===== src/rtl/core_pkg.sv =====
// Shared types and default widths for the core's program sequencer.
package core_pkg;

  localparam int unsigned PC_W_DEF    = 7;
  localparam int unsigned INSTR_W_DEF = 9;

  typedef enum logic [2:0] {
    IDLE,
    FETCH,
    EXEC,
    MEM_WAIT,
    HALTED
  } seq_state_t;

endpackage


===== src/rtl/pc_next_unit.sv =====
// Next-PC selection: branch target when taken, otherwise PC+1 wrapping at 2**PC_W.
module pc_next_unit
  import core_pkg::*;
#(
  parameter int unsigned PC_W = PC_W_DEF
) (
  input  logic [PC_W-1:0] pc_i,
  input  logic            branch_i,
  input  logic            branch_cond_i,
  input  logic            zero_i,
  input  logic [PC_W-1:0] target_i,
  output logic [PC_W-1:0] pc_next_o,
  output logic            taken_o
);

  always_comb begin
    taken_o   = branch_i | (branch_cond_i & zero_i);
    pc_next_o = taken_o ? target_i : pc_i + PC_W'(1);
  end

endmodule


===== src/rtl/prog_sequencer.sv =====
// Multi-cycle program sequencer: PC, instruction register and fetch/execute/memory-wait/halt FSM
// with start/done handshake, end-address stop and cycle watchdog.
module prog_sequencer
  import core_pkg::*;
#(
  parameter int unsigned     PC_W       = PC_W_DEF,
  parameter int unsigned     INSTR_W    = INSTR_W_DEF,
  parameter logic [PC_W-1:0] RESET_PC   = '0,
  parameter logic [PC_W-1:0] END_PC     = '1,
  parameter int unsigned     MAX_CYCLES = 4096,
  parameter int unsigned     CNT_W      = 16
) (
  input  logic               clk,
  input  logic               reset,
  input  logic               start,
  input  logic [INSTR_W-1:0] inst_in,
  input  logic               halt,
  input  logic               branch,
  input  logic               branch_cond,
  input  logic               zero,
  input  logic [PC_W-1:0]    target,
  input  logic               reg_write,
  input  logic               mem_read,
  input  logic               mem_write,
  input  logic               mem_ack,
  output logic [PC_W-1:0]    pc,
  output logic [INSTR_W-1:0] ir,
  output logic               rf_we,
  output logic               mem_req,
  output logic               mem_we,
  output logic               busy,
  output logic               done,
  output logic               timeout,
  output logic [CNT_W-1:0]   cycle_count
);

  localparam logic [63:0] WD_LAST = 64'(MAX_CYCLES) - 64'd1;

  seq_state_t         state_q, state_d;
  logic [PC_W-1:0]    pc_q, pc_d, pc_nxt;
  logic [INSTR_W-1:0] ir_q, ir_d;
  logic               mem_req_q, mem_req_d;
  logic               mem_we_q, mem_we_d;
  logic               timeout_q, timeout_d;
  logic [CNT_W-1:0]   cnt_q, cnt_d;
  logic               taken, busy_w, wdog, commit;

  pc_next_unit #(.PC_W(PC_W)) u_pc_next (
    .pc_i          (pc_q),
    .branch_i      (branch),
    .branch_cond_i (branch_cond),
    .zero_i        (zero),
    .target_i      (target),
    .pc_next_o     (pc_nxt),
    .taken_o       (taken)
  );

  always_comb begin
    busy_w = (state_q == FETCH) || (state_q == EXEC) || (state_q == MEM_WAIT);
    wdog   = (MAX_CYCLES != 0) && busy_w && (64'(cnt_q) == WD_LAST);
  end

  always_comb begin
    state_d   = state_q;
    pc_d      = pc_q;
    ir_d      = ir_q;
    mem_req_d = mem_req_q;
    mem_we_d  = mem_we_q;
    timeout_d = timeout_q;
    cnt_d     = cnt_q;
    rf_we     = 1'b0;
    commit    = 1'b0;

    if (busy_w && (cnt_q != '1)) cnt_d = cnt_q + CNT_W'(1);

    case (state_q)
      IDLE, HALTED: begin
        if (start) begin
          state_d   = FETCH;
          pc_d      = RESET_PC;
          cnt_d     = '0;
          timeout_d = 1'b0;
        end
      end
      FETCH: begin
        if (wdog) begin
          state_d   = HALTED;
          timeout_d = 1'b1;
        end else begin
          ir_d    = inst_in;
          state_d = EXEC;
        end
      end
      EXEC: begin
        if (halt) begin
          state_d = HALTED;
        end else if (wdog) begin
          state_d   = HALTED;
          timeout_d = 1'b1;
        end else if (mem_read || mem_write) begin
          state_d   = MEM_WAIT;
          mem_req_d = 1'b1;
          mem_we_d  = mem_write;
        end else begin
          commit = 1'b1;
          rf_we  = reg_write;
        end
      end
      MEM_WAIT: begin
        if (wdog) begin
          state_d   = HALTED;
          timeout_d = 1'b1;
          mem_req_d = 1'b0;
          mem_we_d  = 1'b0;
        end else if (mem_ack) begin
          commit    = 1'b1;
          rf_we     = mem_read & reg_write;
          mem_req_d = 1'b0;
          mem_we_d  = 1'b0;
        end
      end
      default: state_d = IDLE;
    endcase

    // EXEC and MEM_WAIT share one commit path so END_PC stop and PC update stay identical.
    if (commit) begin
      if ((pc_q == END_PC) && !taken) begin
        state_d = HALTED;
      end else begin
        pc_d    = pc_nxt;
        state_d = FETCH;
      end
    end
  end

  always_ff @(posedge clk or posedge reset) begin
    if (reset) begin
      state_q   <= IDLE;
      pc_q      <= RESET_PC;
      ir_q      <= '0;
      mem_req_q <= 1'b0;
      mem_we_q  <= 1'b0;
      timeout_q <= 1'b0;
      cnt_q     <= '0;
    end else begin
      state_q   <= state_d;
      pc_q      <= pc_d;
      ir_q      <= ir_d;
      mem_req_q <= mem_req_d;
      mem_we_q  <= mem_we_d;
      timeout_q <= timeout_d;
      cnt_q     <= cnt_d;
    end
  end

  always_comb begin
    pc          = pc_q;
    ir          = ir_q;
    mem_req     = mem_req_q;
    mem_we      = mem_we_q;
    busy        = busy_w;
    done        = (state_q == HALTED);
    timeout     = timeout_q;
    cycle_count = cnt_q;
  end

endmodule


===== config.mk =====
export PLATFORM = sky130hd
export DESIGN_NAME = prog_sequencer
export DESIGN_NICKNAME = d
export VERILOG_FILES = /design/src/rtl/core_pkg.sv /design/src/rtl/pc_next_unit.sv /design/src/rtl/prog_sequencer.sv
export SDC_FILE = /design/constraint.sdc
export NUM_CORES = 1
export LEC_CHECK = 0
export ABC_CLOCK_PERIOD_IN_PS = 2580
export CORE_UTILIZATION = 39
export CTS_BUF_LIST = sky130_fd_sc_hd__clkbuf_8
export CTS_CLUSTER_DIAMETER = 200
export DETAILED_ROUTE_END_ITERATION = 8
export HOLD_SLACK_MARGIN = 0.03
export PLACE_DENSITY_LB_ADDON = 0.1
export SLEW_MARGIN = 20
export SYNTH_ARGS = -nofsm -noshare
export SYNTH_HDL_FRONTEND = slang
export SYNTH_SLANG_ARGS = --single-unit

===== constraint.sdc =====
create_clock -name clk -period 2.58 [get_ports clk]
set_input_delay 0.258 -clock clk [delete_from_list [all_inputs] [get_ports clk]]
set_output_delay 0.258 -clock clk [all_outputs]
set_load 0.01 [all_outputs]

# ---- After elaboration in Yosys (flattened, before gate mapping)
# Cells that the tools add are included.
dict set report totals {
  reg_bits 38
  input_bits 27
  out_inout_bits 38
  elab_cells 87
}
dict set report classes {
  addsub 2
  n_eq_ne 15
  mux 43
  bitwise 4
  n_reduce_logical 16
}
# op n
set ops {}
lappend ops {{two-way mux 16 bit} 3}
lappend ops {{two-way mux 7 bit} 5}
lappend ops {{two-way mux 3 bit} 8}
lappend ops {{two-way mux 1 bit} 21}
lappend ops {{adder 16 x 1 -> 16 bit (second input constant)} 1}
lappend ops {{equality test 16 x 12 -> 1 bit (second input constant)} 1}
lappend ops {{inequality test 16 bit (second input constant)} 1}
lappend ops {{case mux 3 bit (4 select lines)} 1}
lappend ops {{inequality test 3 bit (second input constant)} 3}
lappend ops {{case mux 1 bit (2 select lines)} 4}
lappend ops {{adder 7 x 1 -> 7 bit (second input constant)} 1}
lappend ops {{equality test 7 bit (second input constant)} 1}
lappend ops {{equality test 3 x 2 -> 1 bit (second input constant)} 2}
lappend ops {{inequality test 2 bit (second input constant)} 3}
lappend ops {{AND reduction 3 bit} 2}
lappend ops {{inequality test 5 x 4 -> 1 bit (second input constant)} 1}
lappend ops {{AND reduction 5 bit} 1}
lappend ops {{OR reduction 2 bit} 2}
lappend ops {{equality test 3 x 1 -> 1 bit (second input constant)} 1}
lappend ops {{equality test 3 bit (second input constant)} 1}
lappend ops {{logical AND 1 bit} 3}
lappend ops {{logical NOT 3 bit} 1}
lappend ops {{logical OR 1 bit} 3}
lappend ops {{case mux 1 bit (3 select lines)} 1}
lappend ops {{other kinds (8)} 9}

# ---- Longest topological paths before layout
dict set report depth {
  ltp_word 9
  depth_mapped 7
}

# ---- Cells and area by module
# From an unflattened synthesis, not the netlist that was laid out.
dict set report hier_totals {
  cells_unflattened 234
  hier_area_um2 2314.7
}
# mod n_inst cells_per_inst area_per_inst_um2 seq_area_each_um2
set by_module_without_submodules {}
lappend by_module_without_submodules {prog_sequencer 1 204 2139.6 950.9}
lappend by_module_without_submodules {pc_next_unit 1 30 175.2 0.0}

# ---- Worst setup path before layout
# No wires, ideal clock.
dict set report synth_timing {
  path_type {flip-flop to output port}
  start {register cnt_q[0], in the netlist cycle_count[0]}
  end {output rf_we}
  arrival_ns 1.724
  required_ns 2.322
  setup_slack_ns 0.598
  stages_incl_launch_ff 7
  path_buffers 1
  path_cell_list {dfrtp_1 > ha_1 > and2_2 > and4_1 > buf_6 > and2_2 > nor3_1}
}
dict set report synth_between {
  elab_chain_cells 5
  elab_cells_between_ends 6
}
# item line_no
set synth_rtl {}
lappend synth_rtl {{from (decl)} prog_sequencer.sv:45} ;# logic [CNT_W-1:0] cnt_q, cnt_d;
lappend synth_rtl {{from (signal assigned)} prog_sequencer.sv:152} ;# cnt_q <= cnt_d;
lappend synth_rtl {{equality test 16 x 12 -> 1 bit (*)} prog_sequencer.sv:60} ;# wdog = (MAX_CYCLES != 0) && busy_w && (64'(cnt_q) == WD_LAST);
lappend synth_rtl {{logical AND 1 bit (*)} prog_sequencer.sv:60}
lappend synth_rtl {{two-way mux 1 bit} prog_sequencer.sv:97} ;# end else if (wdog) begin
lappend synth_rtl {{two-way mux 1 bit} prog_sequencer.sv:95} ;# if (halt) begin
lappend synth_rtl {{case mux 1 bit (2 select lines) (*)} prog_sequencer.sv:76} ;# case (state_q)
lappend synth_rtl {{to (decl)} prog_sequencer.sv:28} ;# output logic rf_we,
# Mark *: on every way between the ends. The rest lies on a longest branch, timed or not.

# ---- Worst setup path after layout
# Ends and elaborated chain as after synthesis.

==> metrics.txt <==
FP Rows=26; global-route wire length before repair=7860 um; FF+latch count, synth=38; Placement Cell Area=around 0.0028 mm^2; vias in the first global route=1646; largest net degree at the start of global routing=39; most frequent cell after synthesis=dfrtp_1; Setup crit end kind=primary output; Final #Nets=308; fill count=about 460; Yosys top cell area share=0.447; Die Span Y=75.9 um; clock sinks=38; H-tree depth=2; startpoint types=register; Final Skew=~0.012 ns; total die area=~0.0058 mm^2; Min-Delay Path Class=in2async; Worst R2R End=pc[6]; Synth area leaders=dfrtp_1, mux2_2, nor2_1; Fin Setup TNS=0 ns; ratio of cells with drive above 1 in the final layout=0.132; clk_lat worst skew=0.29 ns; Final Critical Period=~2.4 ns; CTS clock-pin slew for the worst setup and hold paths=0.08 ns; met2 usage=0.283; Synth Cell Area=between 0.002 and 0.0025 mm^2; share of flip-flops with an asynchronous set or reset=1.00; crit path max-delay cell type=dfrtp_1; Critical Path AT=about 2.1 ns; final hold vios=0; Remaining DRCs=0; CTS tree=done; RSZ-0062 raised after global routing=no; routed vias=roughly 1800; outcome=complete, no violations; Routed WL=4980 um; total track usage=0.183; Vias/cell=5.25; Crit path required time=2.32 ns; FMAX=424 MHz; drt pass-1 iters=4; CTS Buf Count=5; relative slew slack=0.625; Ys Warns=0; busiest grt layer=met2; Critical Path Most Common Cell=and2_2; post-synthesis sequential area ratio=0.447; crit path max fanout=5; initial antenna violation count=0; initial core utilization=0.412; synth cell count leaders=dfrtp_1, nor2_1, nand2_1; CTS root buffer=clkbuf_8; WL per Instance=14.2 um; reg-to-reg setup timing slack=0.54 ns; worst reg2reg path depth=7; final max-slew violation count=0; Synth area leader=dfrtp_1; Top Ports=65; Mean Syn Cell Area=10.0 um^2; Port Buffers=64; global route overflow=0; Area Overhead vs Synth=37.1%; Mapped Cells=~210; Die W=75.9 um; Final GP Congestion=0.831; fin crit share=0.915; ANT cells=0; Worst Setup SP=cycle_count[0]; Setup crit end=rf_we; clk buf depth=2; Post-synth top flop=dfrtp_1; design area=0.00292 mm^2; routing usage on met1=0.255; measured slew at the worst slew-check pin=0.557 ns; Final setup viols=0; hpwl dp=3510 um; maxcap violations=0; antenna viol nets, final=0; placeable core area=0.00517 mm^2; Pleak=1.27 nW; slowest stage delay, CP=0.43 ns; critical path type=reg2out; met3 Resource Use GR=0.0397; worst vdd ir=approximately 0.55 mV; r2r startpoint=cycle_count[0]; cell chain of the critical path=ha_1, and2_2, and4_1, and2_2, nor3_1, dlygate4sd2_1; Post-synth EDFFs=0; total power per unit cell area=878 mW/mm^2; initial DRC count=approximately 110; Netlist cell types=52; Syn Nets=241
where the power goes:
group | switching [mW] | total [mW] | internal [mW] | leakage, nW
Clock | 0.214 | 0.429 | 0.215 | 0.0472
Combinational | 0.534 | 1.17 | 0.635 | 0.728
Sequential | 0.181 | 0.967 | 0.786 | 0.495
cell type report:
type                    count  area, um^2  area share
inverters                   4        15.0     0.00514
multi-input cells         159        1080       0.370
flip-flops and latches     38         951       0.326
clock inverters             2        12.5     0.00428
clock buffers               6        82.6      0.0283
well taps                  70        87.6      0.0300
repair buffers             71         692       0.237
repair_timing:
item | CTS | global route
setup endpoints to repair | 1 | 0
gates resized for setup | 1 | 0
hold buffers | 0 | 0
setup buffers | 0 | 0
cells in the final DEF (no fill, tap or decap), drive strengths merged, types with 3 or more instances in the layout:
cell type | netlist | final
xnor2 | 4 | 4
o211ai | 5 | 5
nand4 | 6 | 6
clkbuf | 4 | 6
nor2 | 21 | 21
a21oi | 15 | 15
and4 | 4 | 4
nand3 | 10 | 10
o21ai | 7 | 7
nand2 | 17 | 17
mux2i | 3 | 3
dfrtp | 38 | 38
mux2 | 9 | 9
a21o | 4 | 4
buf | 6 | 7
xor2 | 7 | 7
nor3 | 5 | 5
inv | 4 | 4
clkdlybuf4s50 | 0 | 63
and2 | 5 | 5
and3 | 9 | 9
cells by family (layout without fill, tap and decap cells):
group / after synthesis / count (layout) / synth area share
buffers and inverters: 15 / 83 / 0.0464
adders and majority gates: 2 / 2 / 0.0117
DFF: 38 / 38 / 0.447
AOI/OAI and AO/OA: 47 / 47 / 0.160
and+or+nand+nor: 87 / 87 / 0.229
xor gates and xnor gates: 11 / 11 / 0.0452
muxes: 12 / 12 / 0.0617
how the worst min path moves through the flow:
stage / startpoint / end / slack [ns] / cells past startpoint
2_1_floorplan: inst_in[0] / ir[0] / 0.41 / 1
3_3_place_gp: ir[2] / ir[2] / 0.49 / 1
3_5_place_dp: ir[6] / ir[6] / 0.49 / 1
4_1_cts: reset / ir[1] / 0.39 / 3
5_1_grt: reset / ir[1] / 0.43 / 3
6_report: reset / ir[1] / 0.38 / 3
stage by stage:
| step | hold WS, ns | util | std cells | setup slack [ns] | power [mW] |
|---|---|---|---|---|---|
| 3_3_place_gp | 0.488 | 0.546 | 342 | 0.298 | 2.14 |
| 2_1_floorplan | 0.408 | - | 212 | 0.598 | 1.64 |
| 6_report | 0.382 | 0.565 | 350 | 0.220 | 2.56 |
| 3_5_place_dp | 0.492 | 0.546 | 342 | 0.250 | 2.15 |
| 4_1_cts | 0.391 | 0.565 | 350 | 0.208 | 2.59 |
| 5_1_grt | 0.435 | 0.565 | 350 | 0.131 | 2.74 |
registers in the layout, summed over array words and instances, names as in the netlist:
register     count
timeout          1
mem_we           1
cycle_count     16
mem_req          1
pc               7
ir               9
state_q          3
critical path: cells and delay by family, from the launching register on:
family	cells	cell delay (ns)
adder cells (fa/ha/maj)	1	0.25
buffers and inverters	1	0.29
flip-flops	1	0.43
AND/OR/NAND/NOR	4	0.85
layer usage:
layer / part of all wire / wire [um] / vias up
li1: - / - / 906
met1: 0.50 / 2500 / 872
met3: 0.051 / 254 / 8
met2: 0.43 / 2150 / 53
met4: 0.014 / 72 / 0
met5: 0 / 0 / -
No activity file was read; power rests on OpenSTA's default activity.
==> RTL change 1: new RTL, same flow settings <==
The package constant `INSTR_W_DEF` goes from 9 to 13.
--- a/src/rtl/core_pkg.sv
+++ b/src/rtl/core_pkg.sv
@@ -4,3 +4,3 @@
   localparam int unsigned PC_W_DEF    = 7;
-  localparam int unsigned INSTR_W_DEF = 9;
+  localparam int unsigned INSTR_W_DEF = 13;
 
Ports: changed (resized inst_in and ir); port bits go from 65 to 73. The function was not compared with the original's and may differ.
==> RTL change 1 against the original RTL <==
  * Final area is 8.5% higher
  * Total power is 6.2% higher
  * Routed wire length rose by 4.1%
  * Largest cell class unchanged
  * Sequential share of layout area rose by 0.60 points
  * Worst setup slack better by 0.13 ns
  * Count of clock-buffer cells in the layout did not move
  * Worst hold slack better by 0.012 ns
  * Synthesized area grew 5.2%
  * Largest power group unchanged
  * Global-route usage down 0.47 points
  * Sequential cell count is 4 higher
  * Via count rose by 7.0%
==> RTL change 1: results (changes against the original RTL) <==
* Largest net degree at the start of global routing at 43 (+10%)
* Via density at 5.21 (-0.91%)
* Initial DRC count at 69 (-39%)
* Final Non-Filler Cells at 378 (+8.0%)
* Data arrival, critical path at 1.97 ns (-0.13 ns)
* Pre-CTS WS at 0.138 ns (-0.111 ns)
* Slew HR at 0.643 (+0.0179)
* Wirelength per Cell at 13.7 um (-3.6%)
* Post-CTS setup buffers at 0 (unchanged)
* Placed cells at 370 (+8.2%)
* GP Congestion at 0.803 (-3.3%)
* Final HPWL from detailed placement at 3.80 mm (+8.1%)
* Sequential-to-total area share from yosys stat at 0.469 (+0.0227)
* Post-Syn Instances at 224 (+5.7%)
* Yosys warns at 0 (unchanged)
* R2R depth at 5 (-2)
* Post-synthesis cell type count at 50 (-3.8%)
* Filler cells at 497 (+9.2%)
* Max Cap Viol at 0 (unchanged)
* Max FFs per register at 16 (unchanged)
* Layout cell share with drive strength beyond 1 at 0.105 (-0.0276)
* Clock Path Buffers at 2 (unchanged)
* Net Sw Power at 0.947 mW (+2.0%)
* CTS Root Cell: clkbuf_8
* ANT cells at 0 (unchanged)
* Worst vdd ir at 0.414 mV (-25%)
* Clock slew at reported path FFs at 0.08 ns (about the same)
* Delay of the slowest critical-path stage at 0.55 ns (+0.12 ns)
* First-pass GRT wire length at 8.42 mm (+7.2%)
* Synth top area cells: dfrtp_1, mux2_1, a21oi_1
* Top cells by count, synth: dfrtp_1, a21oi_1, nor2_1, nand3_1, nand2_1
* GRT Total Usage at 0.179 (-0.00465)
* Synth async-reset ratio at 1.00 (unchanged)
* Area of the multi-input gates at 1110 um2 (+3.0%)
* Syn Nets at 257 (+6.6%)
* Hold WC Path Type: primary input to async pin
* CP max-delay cell: or4_4
* Vias in the first global route at 1795 (+9.1%)
* Clock Skew at 0.00695 ns (-0.00499 ns)
* Crit path max fanout at 5 (unchanged)
* IO buf count at 72 (+13%)
* Status: complete, no violations
* NumNets Final at 338 (+9.7%)
* Num CTS Buffers at 5 (unchanged)
* Worst-skew pair later-pin latency at 0.30 ns
* H-tree levels at 2 (unchanged)
* P_leak at 1.34 nW (+5.5%)
* Pre-antenna DRT Iters at 4 (unchanged)
* Initial antenna violation count at 0 (unchanged)
==> RTL change 1: per-stage QoR <==
| step | cell area (um2) | total power, mW | utilization |
|---|---|---|---|
| global placement | 3070 | 2.29 | 0.558 |
| detailed placement | 3070 | 2.30 | 0.558 |
| floorplan | 2240 | 1.72 | - |
| CTS | 3170 | 2.76 | 0.575 |
| global route | 3170 | 2.91 | 0.576 |
| finish | 3170 | 2.72 | 0.576 |
==> RTL change 1: layout make-up <==
cell class                      instances  share of cell area
Clock buffer                            6              0.0261
Multi-Input combinational cell        167               0.351
Sequential cell                        42               0.332
Clock inverter                          2             0.00395
Inverter                                8             0.00947
Timing Repair Buffer                   81               0.250
Tap cell                               72              0.0284
==> RTL change 1: final timing paths <==
kind                                                start            endpoint  slack [ns]
worst max-delay path            cycle_count[13]$_DFF_PP0_               rf_we        0.35
min in group clk                       ir[12]$_DFFE_PP0P_  ir[12]$_DFFE_PP0P_        0.49
worst max register to register  cycle_count[13]$_DFF_PP0_   ir[3]$_DFFE_PP0P_        0.53
worst min-delay path                                reset  ir[11]$_DFFE_PP0P_        0.39
worst min register to register         ir[12]$_DFFE_PP0P_  ir[12]$_DFFE_PP0P_        0.49
max in group asynchronous                           reset     pc[0]$_DFF_PP0_        1.81
==> RTL change 1: timing repair <==
item	CTS	global route
endpoints found under the setup margin	0	1
gates resized for setup	0	1
hold buffers	0	0
==> RTL change 1: power by group through the flow <==
stage / clock, mW / sequential, mW / combinational [mW]
final: 0.446 / 1.04 / 1.23
after CTS: 0.464 / 1.04 / 1.25
after floorplan: 0 / 1.12 / 0.592
after global routing: 0.489 / 1.08 / 1.34
after global placement: 0 / 1.05 / 1.24
after detailed placement: 0 / 1.06 / 1.25
==> RTL change 1: routing by layer <==
layer	vias up	routed length, um	global-route usage
met1	938	2410	0.225
met5	-	0	0
met3	4	231	0.0376
met4	0	57	0.0623
met2	44	2480	0.301
li1	982	-	-
==> RTL change 1: critical path: cells and delay by family (launching register included) <==
| family | cells | cell delay [ns] |
|---|---|---|
| AO/OA/AOI/OAI | 1 | 0.17 |
| buffers and inverters | 1 | 0.18 |
| flip-flops | 1 | 0.43 |
| AND/OR/NAND/NOR | 3 | 0.90 |
==> RTL change 1: cell families after synthesis <==
| logic type | synth area share |
|---|---|
| AND/OR/NAND/NOR | 0.211 |
| flip-flops | 0.469 |
| XOR/XNOR | 0.0235 |
| adder cells (fa/ha/maj) | 0.0112 |
| buffers and inverters | 0.0341 |
| AO/OA/AOI/OAI | 0.172 |
| multiplexers | 0.0788 |
==> RTL change 2: new RTL, config.mk and constraints unchanged <==
Without the edit above. Reset style: synchronous (`reset`), changed in one clocked block.
--- a/src/rtl/prog_sequencer.sv
+++ b/src/rtl/prog_sequencer.sv
@@ -135,3 +135,3 @@
 
-  always_ff @(posedge clk or posedge reset) begin
+  always_ff @(posedge clk) begin
     if (reset) begin
Function: differs if reset is asserted again (counterexample within 4 cycles, from zero or initial values and one cycle with reset high); with reset held inactive, the same outputs for 10 cycles.
==> RTL change 2 against the original RTL <==
  * Worst setup slack lost 0.075 ns
  * Clock skew decreased by 0.0089 ns
  * Sequential share of layout area down 5.1 points
  * Non-clock buffer count is 3 lower
  * Register-to-register slack got worse by 0.18 ns
  * Largest cell class unchanged
  * Routed wire length down 7.9%
  * Sequential cell count is the same
  * Worst hold slack better by 0.090 ns
  * Core utilization is 0.65 points higher
  * Final area is 5.2% lower
  * Global-route usage down 0.63 points
  * Synthesized area is 5.6% lower
Power is not compared: it rests on default switching activity, and its combinational part moved more than twofold at a synthesized area within 25%.
==> RTL change 2: results (changes against the original RTL) <==
* Status: complete, no violations
* Pre-antenna DRT Iters at 4 (unchanged)
* IO buf count at 64 (unchanged)
* GP Congestion at 0.776 (-6.7%)
* Largest net degree at the start of global routing at 23 (-41%)
* Final Non-Filler Cells at 360 (+2.9%)
* Final HPWL from detailed placement at 3.32 mm (-5.5%)
* Met1 usage at 0.232 (-0.0226)
* Internal Power at 0.971 mW
* First-pass GRT wire length at 7.54 mm (-4.0%)
* Synth Area in Compound Gates at 0.154 (-0.00539)
* Slew HR at 0.388 (-0.237)
* Post-synthesis cell type count at 51 (-1.9%)
* Clock Path Buffers at 2 (unchanged)
* Layout cell share with drive strength beyond 1 at 0.0853 (-0.0468)
* ANT cells at 0 (unchanged)
* Post-CTS sizing at 0 (-1)
* Fin. max-slew vios at 0 (unchanged)
* R2R depth at 7 (unchanged)
* Clock slew at reported path FFs at 0.07 ns
* Met3 usage at 0.0480 (+0.00833)
* Synth top area cells: dfxtp_1, nor2_1, mux2i_1
* Yosys warns at 0 (unchanged)
* Synth async-reset ratio at 0 (-1.00)
* Vias in the first global route at 1619 (-1.6%)
* CTS Root Cell: clkbuf_8
* Top cells by count, synth: dfxtp_1, nor2_1, a21oi_1, nand3_1
* Wirelength per Cell at 12.7 um (-10%)
* Data arrival, critical path at 2.18 ns (+0.08 ns)
* Num CTS Buffers at 5 (unchanged)
* Syn_area_per_cell at 8.81 um2 (-12%)
* Placed cells at 350 (+2.3%)
* Initial DRC count at 64 (-43%)
* Xor/xnor share of the synthesized area at 0.0567 (+0.0114)
* Worst-skew pair later-pin latency at 0.28 ns
* Synth Area in Adders at 0.0125 (+0.000702)
* Crit path max fanout at 5 (unchanged)
* P_leak at 1.02 nW
* Post-synthesis mux area share at 0.0548 (-0.00690)
* Sequential-to-total area share from yosys stat at 0.379 (-0.0680)
* Vias at 1888 (+2.7%)
* Initial antenna violation count at 0 (unchanged)
* M2 GR Usage at 0.283 (about the same)
* Syn Nets at 257 (+6.6%)
* Synth Flop Type: dfxtp_1
* Max FFs per register at 16 (unchanged)
* NumNets Final at 321 (+4.2%)
* H-tree levels at 2 (unchanged)
* Worst vdd ir at 0.284 mV
* GRT Total Usage at 0.177 (-0.00628)
* Worst hold stages at 2
* Hold WC Path Type: flop to flop
* Clock Skew at 0.00304 ns (-0.00890 ns)
-- RTL change 2: changes by cell type in the layout (fill, tap and decap cells not counted), moves of 6 or more --
cell / unedited run / this run
nor2_1: 21 / 33
o31ai_1: 0 / 6
mux2_2: 9 / 0
mux2i_1: 3 / 11
dfxtp_1: 0 / 38
dfrtp_1: 38 / 0
-- RTL change 2: kinds of logic after synthesis --
kind of cell / Yosys count
AO/OA/AOI/OAI: 47
XOR/XNOR: 13
adder cells (fa/ha/maj): 2
buffers and inverters: 13
flip-flops: 38
multiplexers: 11
AND/OR/NAND/NOR: 104
-- RTL change 2: layout make-up --
cell class                 count  area (um2)
tap                           67        83.8
fill                         448        2080
timing repair buffer          68         671
clock buffer                   6        82.6
inverter                       2        7.51
multi-input combinational    177        1150
sequential                    38         761
clock inverter                 2        8.76
-- RTL change 2: final timing paths --
check | from | endpoint | slack (ns)
setup / recovery | cycle_count[12]$_SDFF_PP0_ | rf_we | 0.15
hold / removal | timeout$_SDFFE_PP0P_ | timeout$_SDFFE_PP0P_ | 0.47
setup reg to reg | cycle_count[12]$_SDFF_PP0_ | ir[1]$_SDFFE_PP0P_ | 0.36
hold reg to reg | timeout$_SDFFE_PP0P_ | timeout$_SDFFE_PP0P_ | 0.47
-- RTL change 2: stage by stage --
stage / power (mW) / cell area (um2) / util / setup WS [ns] / hold WS [ns]
finish: 1.33 / 2770 / 0.571 / 0.145 / 0.471
global placement: 0.934 / 2660 / 0.549 / 0.434 / 0.455
detailed placement: 0.935 / 2660 / 0.549 / 0.390 / 0.467
CTS: 1.35 / 2750 / 0.568 / 0.126 / 0.484
global route: 1.41 / 2770 / 0.571 / 0.0694 / 0.515
floorplan: 0.828 / 2010 / - / 0.666 / 0.402
-- RTL change 2: what timing repair did --
| action | 4_1_cts | 5_1_grt |
|---|---|---|
| setup endpoints to repair | 0 | 1 |
| buffers inserted | 0 | 2 |
| hold endpoints to repair | 0 | 0 |
-- RTL change 2: power groups by stage --
stage	Sequential (mW)	Clock, mW	Combinational (mW)
CTS	0.644	0.429	0.279
global placement	0.657	0	0.277
floorplan	0.657	0	0.171
global route	0.650	0.459	0.301
finish	0.644	0.410	0.275
detailed placement	0.658	0	0.278
-- RTL change 2: per-layer routing --
layer  wire, um  vias to the layer above  part of all wire
li1           -                      973                 -
met1       2250                      868              0.49
met2       2040                       41              0.45
met3        236                        6             0.051
met4         55                        0             0.012
met5          0                        -                 0
-- RTL change 2: worst max-delay path: stages, from the launching register on --
cell and delay (ns):
dfxtp_1 0.36, or4_4 0.57, nor4_4 0.39, nor3_1 0.08, clkdlybuf4s50_1 0.49
